`src/rtl/pwm_gen.sv`:
```
// pwm_gen: tick-driven PWM generator with an IDLE/RUN/STOP control FSM.
// The period/duty pair is double-buffered. While idle a new configuration
// loads straight into the active registers. While running it waits in a
// shadow register and is applied only at a period wrap, so a period that
// has already started is never altered. STOP finishes the current period
// and then parks the block in IDLE.
module pwm_gen #(
  parameter int WIDTH      = 8,
  parameter int PERIOD_DEF = 3,
  parameter int DUTY_DEF   = 2
) (
  input  logic             clk,
  input  logic             rst,
  input  logic             tick_en,
  input  logic             enable,
  input  logic             cfg_valid,
  input  logic [WIDTH-1:0] cfg_period,
  input  logic [WIDTH-1:0] cfg_duty,
  output logic             cfg_ready,
  output logic             pwm_o,
  output logic             period_done_o,
  output logic [WIDTH-1:0] cnt_o
);

  typedef enum logic [1:0] {
    ST_IDLE = 2'd0,
    ST_RUN  = 2'd1,
    ST_STOP = 2'd2
  } state_t;

  localparam logic [WIDTH-1:0] PERIOD_RST = WIDTH'(PERIOD_DEF);
  localparam logic [WIDTH-1:0] DUTY_RST   = WIDTH'(DUTY_DEF);
  localparam logic [WIDTH-1:0] ZERO_W     = {WIDTH{1'b0}};

  // Registered state.
  state_t           state_r;
  logic [WIDTH-1:0] cnt_r;
  logic             pwm_r;
  logic             done_r;
  logic             ready_r;
  logic             pending_r;
  logic [WIDTH-1:0] period_act_r;
  logic [WIDTH-1:0] duty_act_r;
  logic [WIDTH-1:0] period_shd_r;
  logic [WIDTH-1:0] duty_shd_r;

  // Next-state values.
  state_t           state_s;
  logic [WIDTH-1:0] cnt_s;
  logic             pwm_s;
  logic             done_s;
  logic             ready_s;
  logic             pending_s;
  logic [WIDTH-1:0] period_act_s;
  logic [WIDTH-1:0] duty_act_s;
  logic [WIDTH-1:0] period_shd_s;
  logic [WIDTH-1:0] duty_shd_s;

  // Helper terms.
  logic             cfg_accept_s;
  logic             wrap_s;
  logic [WIDTH:0]   cnt_inc_s;

  // Handshake, wrap detection and the widened increment used for the duty
  // compare. The increment is one bit wider so the compare stays exact at
  // the top of the range.
  always_comb begin
    cfg_accept_s = cfg_valid & ready_r;
    wrap_s       = (cnt_r >= period_act_r);
    cnt_inc_s    = {1'b0, cnt_r} + {{WIDTH{1'b0}}, 1'b1};
  end

  // Next-state and next-output logic for the control FSM and datapath.
  always_comb begin
    state_s      = state_r;
    cnt_s        = cnt_r;
    pwm_s        = pwm_r;
    done_s       = 1'b0;
    pending_s    = pending_r;
    period_act_s = period_act_r;
    duty_act_s   = duty_act_r;
    period_shd_s = period_shd_r;
    duty_shd_s   = duty_shd_r;

    case (state_r)
      ST_IDLE: begin
        cnt_s = ZERO_W;
        pwm_s = 1'b0;
        // A direct load supersedes any shadow left over from the STOP wrap.
        // Otherwise a leftover shadow is applied as the block starts.
        if (cfg_accept_s) begin
          period_act_s = cfg_period;
          duty_act_s   = cfg_duty;
          pending_s    = 1'b0;
        end else if (pending_r && tick_en && enable) begin
          period_act_s = period_shd_r;
          duty_act_s   = duty_shd_r;
          pending_s    = 1'b0;
        end else begin
          pending_s = pending_r;
        end
        if (tick_en && enable) begin
          state_s = ST_RUN;
          cnt_s   = ZERO_W;
          pwm_s   = (ZERO_W < duty_act_s);
        end else begin
          state_s = ST_IDLE;
        end
      end

      ST_RUN, ST_STOP: begin
        // enable is level-sensitive. It selects RUN or STOP on every edge,
        // and counting continues in both states.
        if (enable) begin
          state_s = ST_RUN;
        end else begin
          state_s = ST_STOP;
        end

        if (tick_en) begin
          if (wrap_s) begin
            cnt_s  = ZERO_W;
            done_s = 1'b1;
            // The shadow is applied only if it was pending before this edge.
            // A config accepted on this same edge waits for the next wrap.
            if (pending_r) begin
              period_act_s = period_shd_r;
              duty_act_s   = duty_shd_r;
              pending_s    = 1'b0;
            end else begin
              pending_s = 1'b0;
            end
            if ((state_r == ST_STOP) && !enable) begin
              state_s = ST_IDLE;
              pwm_s   = 1'b0;
            end else begin
              pwm_s = (ZERO_W < duty_act_s);
            end
          end else begin
            cnt_s = cnt_inc_s[WIDTH-1:0];
            pwm_s = (cnt_inc_s < {1'b0, duty_act_r});
          end
        end else begin
          cnt_s = cnt_r;
          pwm_s = pwm_r;
        end

        // A new offer is only possible while nothing is pending, so this
        // never overwrites a shadow that is still waiting to be applied.
        if (cfg_accept_s) begin
          period_shd_s = cfg_period;
          duty_shd_s   = cfg_duty;
          pending_s    = 1'b1;
        end else begin
          period_shd_s = period_shd_r;
          duty_shd_s   = duty_shd_r;
        end
      end

      default: begin
        state_s   = ST_IDLE;
        cnt_s     = ZERO_W;
        pwm_s     = 1'b0;
        pending_s = 1'b0;
      end
    endcase

    // cfg_ready is registered. It is open whenever the block is idle, or
    // whenever no shadow is waiting to be applied.
    ready_s = (state_s == ST_IDLE) | ~pending_s;
  end

  // State and datapath registers with asynchronous active-high reset.
  always_ff @(posedge clk or posedge rst) begin
    if (rst) begin
      state_r      <= ST_IDLE;
      cnt_r        <= ZERO_W;
      pwm_r        <= 1'b0;
      done_r       <= 1'b0;
      ready_r      <= 1'b1;
      pending_r    <= 1'b0;
      period_act_r <= PERIOD_RST;
      duty_act_r   <= DUTY_RST;
      period_shd_r <= PERIOD_RST;
      duty_shd_r   <= DUTY_RST;
    end else begin
      state_r      <= state_s;
      cnt_r        <= cnt_s;
      pwm_r        <= pwm_s;
      done_r       <= done_s;
      ready_r      <= ready_s;
      pending_r    <= pending_s;
      period_act_r <= period_act_s;
      duty_act_r   <= duty_act_s;
      period_shd_r <= period_shd_s;
      duty_shd_r   <= duty_shd_s;
    end
  end

  assign cnt_o         = cnt_r;
  assign pwm_o         = pwm_r;
  assign period_done_o = done_r;
  assign cfg_ready     = ready_r;

endmodule

```
`config.mk`:
```
export PLATFORM = sky130hd
export DESIGN_NAME = pwm_gen
export DESIGN_NICKNAME = d
export VERILOG_FILES = /design/src/rtl/pwm_gen.sv
export SDC_FILE = /design/constraint.sdc
export NUM_CORES = 1
export LEC_CHECK = 0
export ABC_AREA = 1
export BUFFER_PORTS_ARGS = -buffer_cell sky130_fd_sc_hd__buf_2
export CAP_MARGIN = 20
export CORE_ASPECT_RATIO = 1.25
export CORE_MARGIN = 8
export CORE_UTILIZATION = 40
export CTS_CLUSTER_DIAMETER = 80
export DETAILED_ROUTE_END_ITERATION = 6
export GPL_ROUTABILITY_DRIVEN = 0
export PLACE_DENSITY = 0.64
export SYNTH_ARGS = -nofsm -noshare
export SYNTH_HDL_FRONTEND = slang
export SYNTH_SLANG_ARGS = --single-unit
export TNS_END_PERCENT = 5
```
`constraint.sdc`:
```
create_clock -name clk -period 5.9 [get_ports clk]
set_input_delay 0.59 -clock clk [delete_from_list [all_inputs] [get_ports clk]]
set_output_delay 0.59 -clock clk [all_outputs]
set_load 0.01 [all_outputs]
```
# Word-level counts from Yosys, hierarchy flattened
# Cells that the tools add are included.
[word_totals]
regBits = 46
elab_cells = 75
output_inout_bits = 11
[classes]
n_mux = 39
n_lt_le_gt_ge = 4
n_bitwise = 3
reduce_logical = 12
addsub = 1
eq_ne = 6
[ops]
columns = ["cell", "count"]
rows = [
  ["$mux W8", 17],
  ["$pmux W8 S2", 2],
  ["$lt A1 B8 Y1 const A", 2],
  ["$mux W1", 13],
  ["$add A8 B1 Y9 const B", 1],
  ["$lt A9 B8 Y1", 1],
  ["$ge A8 B8 Y1", 1],
  ["$mux W2", 4],
  ["$ne A2 B2 Y1 const B", 3],
  ["$reduce_and A5 Y1", 1],
  ["$logic_and A1 B1 Y1", 4],
  ["$logic_not A2 Y1", 2],
  ["$pmux W1 S2", 2],
  ["$pmux W2 S2", 1],
  ["$ne A3 B3 Y1 const B", 1],
  ["$reduce_and A3 Y1", 1],
  ["$eq A2 B1 Y1 const B", 1],
  ["$eq A2 B2 Y1 const B", 1],
  ["$reduce_and A2 Y1", 1],
  ["$reduce_bool A2 Y1", 1],
  ["$reduce_or A2 Y1", 1],
  ["$and A1 B1 Y1", 1],
  ["$logic_not A1 Y1", 1],
  ["$not A1 Y1", 1],
  ["$or A1 B1 Y1", 1],
]

# Logic depth before layout (Yosys ltp)
# Gate-level depths: netlist of run 1.
[depth]
word_depth = 9
mapped_depth = 16
depth_no_buf = 16

# Worst setup path after synthesis of run 1
# OpenSTA, ideal clock, no wires.
[synth_timing]
path_type = "reg2reg"
start = "register cnt_r[0], in the netlist cnt_o[0]"
end = "register pwm_r, in the netlist pwm_o"
required_ps = 5835
stages_incl_launch_ff = 17
slack_ps = 3909
arrival_time_ps = 1926
period_less_slack_ps = 1991
setup_ps = 65
path_buffers = 0
path_cell_list = "dfrtp_1 ha_1 nand2_1 nor2_1 xor2_1 ha_1 nand2_1 inv_1 a21oi_1 nand2_1 nand2_1 nand2_1 nand2_1 nand3_1 nand2_1 nand2_1 nand2_1"
[synth_between]
elab_chain_cells = 5
[synth_rtl]
columns = ["element", "line", "source"]
rows = [
  ["start, declared", "37", "logic [WIDTH-1:0] cnt_r;"],
  ["start signal, assigned", "188", "cnt_r <= cnt_s;"],
  ["$add A8 B1 Y9", "70", "cnt_inc_s = {1'b0, cnt_r} + {{WIDTH{1'b0}}, 1'b1};"],
  ["$lt A9 B8 Y1", "141", "pwm_s = (cnt_inc_s < {1'b0, duty_act_r});"],
  ["$mux W1 *", "121", "if (wrap_s) begin"],
  ["$mux W1 *", "120", "if (tick_en) begin"],
  ["$pmux W1 S2 *", "85", "case (state_r)"],
  ["end signal, assigned", "189", "pwm_r <= pwm_s;"],
  ["end, declared", "38", "logic pwm_r;"],
]
# Every way passes the cells marked *; elsewhere a longest branch is shown, timed or not. The select of a mux whose other input is x is not followed.
# A chain may end at the register's enable or synchronous reset.

# Worst setup path in the final report of run 1
[layout_timing]
start = "register state_r[0]"
end = "register period_act_r[2]"
[layout_between]
elab_chain_cells = 4
[layout_rtl]
columns = ["element", "line", "source"]
rows = [
  ["start, declared", "36", "state_t state_r;"],
  ["start signal, assigned", "187", "state_r <= state_s;"],
  ["$eq A2 B2 Y1 or $eq A2 B1 Y1 (tied branches)", "85", ""],
  ["$reduce_or A2 Y1", "85", ""],
  ["$ne A2 B2 Y1 (no line) or $reduce_bool A2 Y1 (tied branches)", "-", ""],
  ["$reduce_and A5 Y1 (no line)", "-", ""],
  ["end signal, assigned", "193", "period_act_r <= period_act_s;"],
  ["end, declared", "42", "logic [WIDTH-1:0] period_act_r;"],
]
# Parallel ways exist; a longest one is shown, timed or not.

==> results of run 1 <==
[layout make-up]
type	count	area, µm²	area share (%)
tap	92	115	3.45
sequential	46	1160	34.8
clock buffer	7	96.3	2.89
clock inverter	1	8.76	0.262
timing repair buffer	31	155	4.65
multi-input combinational	307	1530	45.8
inverter	73	274	8.21
[kinds of logic after synthesis]
logic type / after synthesis / synth area share (%)
fa+ha+maj: 19 / 7.89
simple gates: 225 / 30.6
compound gates: 58 / 10.7
buf+inv: 83 / 10.8
flops: 46 / 38.5
xor+xnor: 5 / 1.45
[worst paths after layout]
check | to | from | depth (start not counted) | slack [ns]
worst max register to register | period_act_r[2]$_DFFE_PP0P_ | state_r[0]$_DFF_PP0_ | 8 | 3.55
max in group asynchronous | period_shd_r[3]$_DFFE_PP0P_ | rst | 2 | 4.82
worst min register to register | period_act_r[0]$_DFFE_PP1P_ | period_act_r[0]$_DFFE_PP1P_ | 2 | 0.47
min in group asynchronous | cnt_o[3]$_DFFE_PP0P_ | rst | 2 | 0.50
worst max-delay path | period_act_r[2]$_DFFE_PP0P_ | state_r[0]$_DFF_PP0_ | 8 | 3.55
worst min-delay path | period_act_r[0]$_DFFE_PP1P_ | period_act_r[0]$_DFFE_PP1P_ | 2 | 0.47
[stage by stage]
stage               instance area (µm²)  utilization [%]
finish                             3340             45.4
global route                       3340             45.4
CTS                                3340             45.4
detailed placement                 3230             43.9
global placement                   3230             43.9
floorplan                          3010                -
[where the power goes]
| group | switching, mW | internal [mW] |
|---|---|---|
| Sequential | 0.0877 | 0.457 |
| Clock | 0.112 | 0.108 |
| Combinational | 0.568 | 0.279 |
[worst reg2reg max path, stage by stage, from the launching register on]
cell and delay (ns):
dfrtp_1 0.36, inv_1 0.06, ha_1 0.36, inv_1 0.54, nand2_1 0.30, a21oi_4 0.36, nand2_4 0.13, nand2_1 0.11
nand2_1 0.05
[per-layer routing]
metal	GRT usage, %	up-vias
li1	-	1407
met5	0	-
met3	2.38	6
met4	6.15	0
met1	17.7	1182
met2	20.6	70
[sequential cells by signal, summed over array words and instances, names as in the netlist]
name	cells
state_r	2
pwm_o	1
cfg_ready	1
period_done_o	1
period_act_r	8
duty_shd_r	8
duty_act_r	8
cnt_o	8
pending_r	1
period_shd_r	8
[synthesized netlist by cell type, drive strengths merged]
cell    count  area (µm²)
nand2     165         634
nand2b      1        6.26
nor2       20        85.1
a21oi       5        36.3
dfstp       7         184
o21bai      1        11.3
inv        73         274
nand4       2        12.5
dfrtp      39         976
o21ai      49         257
nor3        4        20.0
o22ai       3        18.8
clkbuf      5        18.8
ha         19         238
buf         5        33.8
xor2        5        43.8
nand3      33         165
[placed cells by master, fill, tap and decap left out, drive strengths merged]
cell type / n
ha: 19
nand2b: 1
clkinv: 1
nor2: 20
a21oi: 5
xor2: 5
nand2: 165
nor3: 4
o22ai: 3
o21bai: 1
clkbuf: 7
dfstp: 7
inv: 73
buf: 31
o21ai: 49
nand3: 33
nand4: 2
dfrtp: 39
==> metrics.md, run 1 <==
| Metric | Value |
|---|---|
| Crit start category | register |
| Share of cells above drive strength 1 | roughly an eighth |
| Syn Area/Cell | 6.91 µm² |
| CP Max Fanout | 23 |
| Synth unique cells | 26 |
| Worst-path cell chain | inv_1, ha_1, inv_1, nand2_1, a21oi_4, nand2_4, nand2_1, nand2_1 |
| Global route overflow | 0 |
| WL final | between 6 and 7 mm |
| Final antenna-violating net count | 0 |
| Sequential fraction of the synthesis area | between 30% and 40% |
| Synthesis-to-layout area growth | 10.7% |
| Slowest-stage cell, CP | inv_1 |
| RSZ-0062 raised after global routing | false |
| CTS Hold Buffers Added | 0 |
| Worst Setup End Kind | register |
| Post-Syn Area | about 3000 µm² |
| Period utilization | between 30% and 40% |
| Total Die Area | 10600 µm² |
| Met3 wire length | 360 µm |
| Top sig layer | met4 |
| DP Cell Count | ~550 |
| Largest net degree at the start of global routing | 47 |
| Hold Fails Final Rpt | 0 |
| Hold_ws | about 0.47 ns |
| Slew @ Worst Pin | 0.944 ns |
| Filler cell count | 771 |
| Buf/Inv on CP | 2 |
| Hold Path Class | register to register |
| Clk Latency, worst-skew pair | 0.30 ns |
| Peak VDD IR | between 0.0002 and 0.0003 V |
| Register clock-pin slew on the reported worst setup and hold paths | approximately 0.090 ns |
| Final setup viols | 0 |
| Residual DRC | 0 |
| Worst endpoint required time | roughly 6 ns |
| Via count | ~2700 |
| Routed met2 length | just over 3 mm |
| Fmax | roughly 430 MHz |
| CP max stage delay | approximately 0.54 ns |
| Postcts setup bufs | 0 |
| Detailed Place HPWL | between 5 and 6 mm |
| Core area | ~7400 µm² |
| CTS tree | yes |
| Worst Skew | between 0.006 and 0.007 ns |
| Ant. Diodes | 0 |
| Max-slew violations | 0 |
| Initial antenna violation count | 0 |
| Pre-CTS setup slack | around 3.6 ns |
| Resized cells post-CTS | 0 |
| Worst endpoint data arrival time | between 2 and 3 ns |
| Status | complete, no violations |
| First-pass GRT wire length | ~12 mm |
| Worst slew margin | approximately 37% |
| Number of detailed-route iterations in the first pass | 4 |
| Cell mode on critical path | nand2_1 |
| Max Cap Violations | 0 |
| Die Wd | ~94 µm |
| Io pins | 32 |
| Vias in the first global route | 2516 |
| Count of input and output buffers | 31 |
| Die Span Y | 113 µm |
| Leak Pwr | ~1.9 nW |
| Wl on met1 | 3.18 mm |
| Worst path top cell family by delay | buffers and inverters |
| Final nets | 504 |
| Initial Util | 41.0% |
| Yosys warning count | 0 |
| PwrDens | around 480 nW/µm² |
| Clk Tree Root Cell | clkbuf_8 |
| Flops & latches, synth | 46 |
| Drt via density | approximately 4.8 |
| H-tree Lvls | 2 |
| Clock Tree Buf Depth | 2 |
| Syn Inst Count | approximately 440 |
| All-Layer GR Usage | 13.4% |
| Final setup margin | approximately 3.6 ns |
| Pwr Total | ~1.6 mW |
| Setup TNS | 0 ns |
| Clock Sink Count | 46 |
| Site Rows | 35 |
| 1st-iter DRT viols | between 150 and 200 |
| CP Class | register to register |
| Final cell count without fillers | approximately 560 |
| Num CTS Buffers | 5 |
| Routed length per instance | ~12 µm |
| Fin crit period | roughly 2.3 ns |
| Net count after synthesis | roughly 480 |
No activity file was read; power rests on OpenSTA's default activity.
==> run 2, diff against run 1 <==
Clock period 5.9 ns to 2.4 ns, I/O delays scaled along.
==> run 2 against run 1 <==
Clock skew is 0.0012 ns lower. Sequential cell count is the same. Register-to-register slack lost 3.3 ns. Non-clock buffer count up 5. Cell count is 0.90% higher. Via count increased by 0.19%. Utilization up 0.61 points. Fmax increased by 9.1%. Sequential share of layout area shrank 0.28 points. Worst setup slack lost 3.3 ns. Count of clock-buffer cells in the layout unchanged. Critical path depth rose by 8. Critical path type unchanged.
==> metrics.md, run 2 (synthesis results as in run 1) <==
| Metric | Value |
|---|---|
| Leak Pwr | 1.86 nW (was 1.85 nW) |
| First-pass GRT wire length | 12.2 mm (was 11.6 mm) |
| Crit path to | pwm_o$_DFFE_PP0P_ (was period_act_r[2]$_DFFE_PP0P_) |
| Count of input and output buffers | 31 (unchanged) |
| Register clock-pin slew on the reported worst setup and hold paths | 0.09 ns (about the same) |
| Max Cap Violations | 0 (unchanged) |
| Via count | 2670 (was 2665) |
| Initial Util | 41.0% (unchanged) |
| Postcts setup bufs | 0 (unchanged) |
| 1st-iter DRT viols | 105 (was 152) |
| Drt via density | 4.75 (was 4.78) |
| Clk Tree Root Cell | clkbuf_8 (unchanged) |
| CTS tree | yes (unchanged) |
| Hold_ws | 0.178 ns (was 0.470 ns) |
| Cell mode on critical path | nand2_1 (unchanged) |
| GR Layer Usage met3 | 2.45% (was 2.38%) |
| Die Wd | 93.6 µm (unchanged) |
| Final instance area | 3380 µm² (was 3340 µm²) |
| Die Span Y | 113 µm (unchanged) |
| Worst endpoint required time | 2.64 ns (was 6.10 ns) |
| Pre-CTS setup slack | 0.122 ns (was 3.59 ns) |
| CP max stage delay | 0.43 ns (was 0.54 ns) |
| Initial antenna violation count | 0 (unchanged) |
| Core area | 7360 µm² (unchanged) |
| Slew @ Worst Pin | 0.552 ns (was 0.944 ns) |
| All-Layer GR Usage | 13.9% (was 13.4%) |
| H-tree Lvls | 2 (unchanged) |
| Most common cell after layout, fill and taps aside | nand2_1 (unchanged) |
| Number of detailed-route iterations in the first pass | 4 (unchanged) |
| Worst Skew | 0.00537 ns (was 0.00654 ns) |
| Worst slew margin | 63.1% (was 37.0%) |
| Commonest non-fill, non-tap cells in the layout | nand2_1, inv_1, o21ai_0, dfrtp_1, nand3_1 (unchanged) |
| Reg2reg end | pwm_o$_DFFE_PP0P_ (was period_act_r[2]$_DFFE_PP0P_) |
| Routed length per instance | 12.0 µm (was 12.1 µm) |
| Reg-to-reg slack, setup | 0.25 ns (was 3.55 ns) |
| Hold Path Class | primary input to register (was register to register) |
| Global route overflow | 0 (unchanged) |
| Reg2reg start | cnt_o[0]$_DFFE_PP0P_ (was state_r[0]$_DFF_PP0_) |
| Buf/Inv on CP | 1 (was 2) |
| CP Class | register to register (unchanged) |
| R2R depth | 16 (was 8) |
| DP Cell Count | 553 (was 549) |
| Num CTS Buffers | 5 (unchanged) |
| Crit. Startpoint | cnt_o[0]$_DFFE_PP0P_ (was state_r[0]$_DFF_PP0_) |
| Crit start category | register (unchanged) |
| Setup TNS | 0 ns (unchanged) |
| Vias in the first global route | 2755 (was 2516) |
| Synthesis-to-layout area growth | 12.2% (was 10.7%) |
| Fmax | 465 MHz (was 426 MHz) |
| Max-slew violations | 0 (unchanged) |
| Top Usage Layer GRT | met2 (unchanged) |
| Clk Latency, worst-skew pair | 0.30 ns (about the same) |
| Final core occ | 46.0% (was 45.4%) |
| Largest net degree at the start of global routing | 37 (was 47) |
| Site Rows | 35 (unchanged) |
| Global routing usage on met1 | 17.5% (was 17.7%) |
| Final nets | 509 (was 504) |
| Detailed Place HPWL | 5.35 mm (was 5.26 mm) |
| Clock Sink Count | 46 (unchanged) |
| Residual DRC | 0 (unchanged) |
| Share of cells above drive strength 1 | 14.3% (was 12.3%) |
| Critical path depth | 16 (was 8) |
| Worst-path cell chain | ha_1, nand2_1, nor2_1, xor2_1, ha_1, nand2_1, inv_1, a21oi_1, nand2_1, nand2_1, nand2_1, nand2_1, nand3_1, nand2_1, nand2_1, nand2_1 (was inv_1, ha_1, inv_1, nand2_1, a21oi_4, nand2_4, nand2_1, nand2_1) |
| Fin crit period | 2.15 ns (was 2.35 ns) |
| Io pins | 32 (unchanged) |
| Met2 GRT Util | 23.0% (was 20.6%) |
| Slowest-stage cell, CP | dfrtp_2 (was inv_1) |
| Pwr Total | 3.98 mW (was 1.61 mW) |
| Clock Tree Buf Depth | 2 (unchanged) |
| Total Die Area | 10600 µm² (unchanged) |
| WL final | 6.77 mm (was 6.76 mm) |
| RSZ-0062 raised after global routing | false (unchanged) |
| Final cell count without fillers | 562 (was 557) |
| Final setup viols | 0 (unchanged) |
| Dpl cell area | 3260 µm² (was 3230 µm²) |
| CP Max Fanout | 7 (was 23) |
| Ant. Diodes | 0 (unchanged) |
| Peak VDD IR | 0.000478 V (was 0.000279 V) |
| Worst Setup End Kind | register (unchanged) |
| Worst path top cell family by delay | simple AND/OR/NAND/NOR gates (was buffers and inverters) |
| Final antenna-violating net count | 0 (unchanged) |
| Status | complete, no violations (unchanged) |
| Worst endpoint data arrival time | 2.39 ns (was 2.55 ns) |
| Hold Fails Final Rpt | 0 (unchanged) |
| Period utilization | 89.7% (was 39.8%) |
| PwrDens | 1180 nW/µm² (was 483 nW/µm²) |
| Final setup margin | 0.248 ns (was 3.55 ns) |
-- run 2: cell types whose count changed in the layout (fill, tap and decap cells not counted), sizes merged --
cell	before	now
buf	31	35
dlygate4sd3	0	1
-- run 2: cell type report --
type	count	area [µm²]
Clock buffer	7	86.3
Tap cell	92	115
Fill cell	795	3980
Timing Repair Buffer	36	195
Sequential cell	46	1170
Multi-Input combinational cell	307	1540
Clock inverter	1	5.00
Inverter	73	274
-- run 2: worst min path at each step --
stage                  start                           to  slack, ns  cells past startpoint
6_report       cfg_period[1]  period_shd_r[1]$_DFFE_PP1P_       0.18                      3
5_1_grt        cfg_period[1]  period_shd_r[1]$_DFFE_PP1P_       0.19                      3
4_1_cts        cfg_period[0]  period_shd_r[0]$_DFFE_PP1P_       0.17                      3
3_5_place_dp             rst  period_act_r[5]$_DFFE_PP0P_       0.18                      2
3_3_place_gp             rst  period_act_r[5]$_DFFE_PP0P_       0.18                      2
2_1_floorplan  cfg_period[0]  period_shd_r[0]$_DFFE_PP1P_       0.37                      2
-- run 2: per-layer routing --
metal	up-vias	routed length (µm)	share of wire, %
met2	39	3200	47
li1	1426	-	-
met5	-	0	0
met1	1199	3240	48
met3	6	235	3.5
met4	0	89	1.3
-- run 2: where the power goes --
| part | total (mW) | leakage [nW] | switching (mW) | internal, mW |
|---|---|---|---|---|
| registers | 1.34 | 0.568 | 0.219 | 1.12 |
| clock network | 0.496 | 0.0482 | 0.263 | 0.233 |
| logic | 2.14 | 1.25 | 1.40 | 0.741 |
-- run 2: timing repair --
action	in CTS	in global routing
hold buffers	1	0
endpoints found under the hold margin	9	0
setup endpoints to repair	0	1
resized for setup	0	7
-- run 2: tightest hold or removal path, stage by stage --
cell and delay (ns):
buf_2 0.09, inv_1 0.05, o21ai_0 0.08
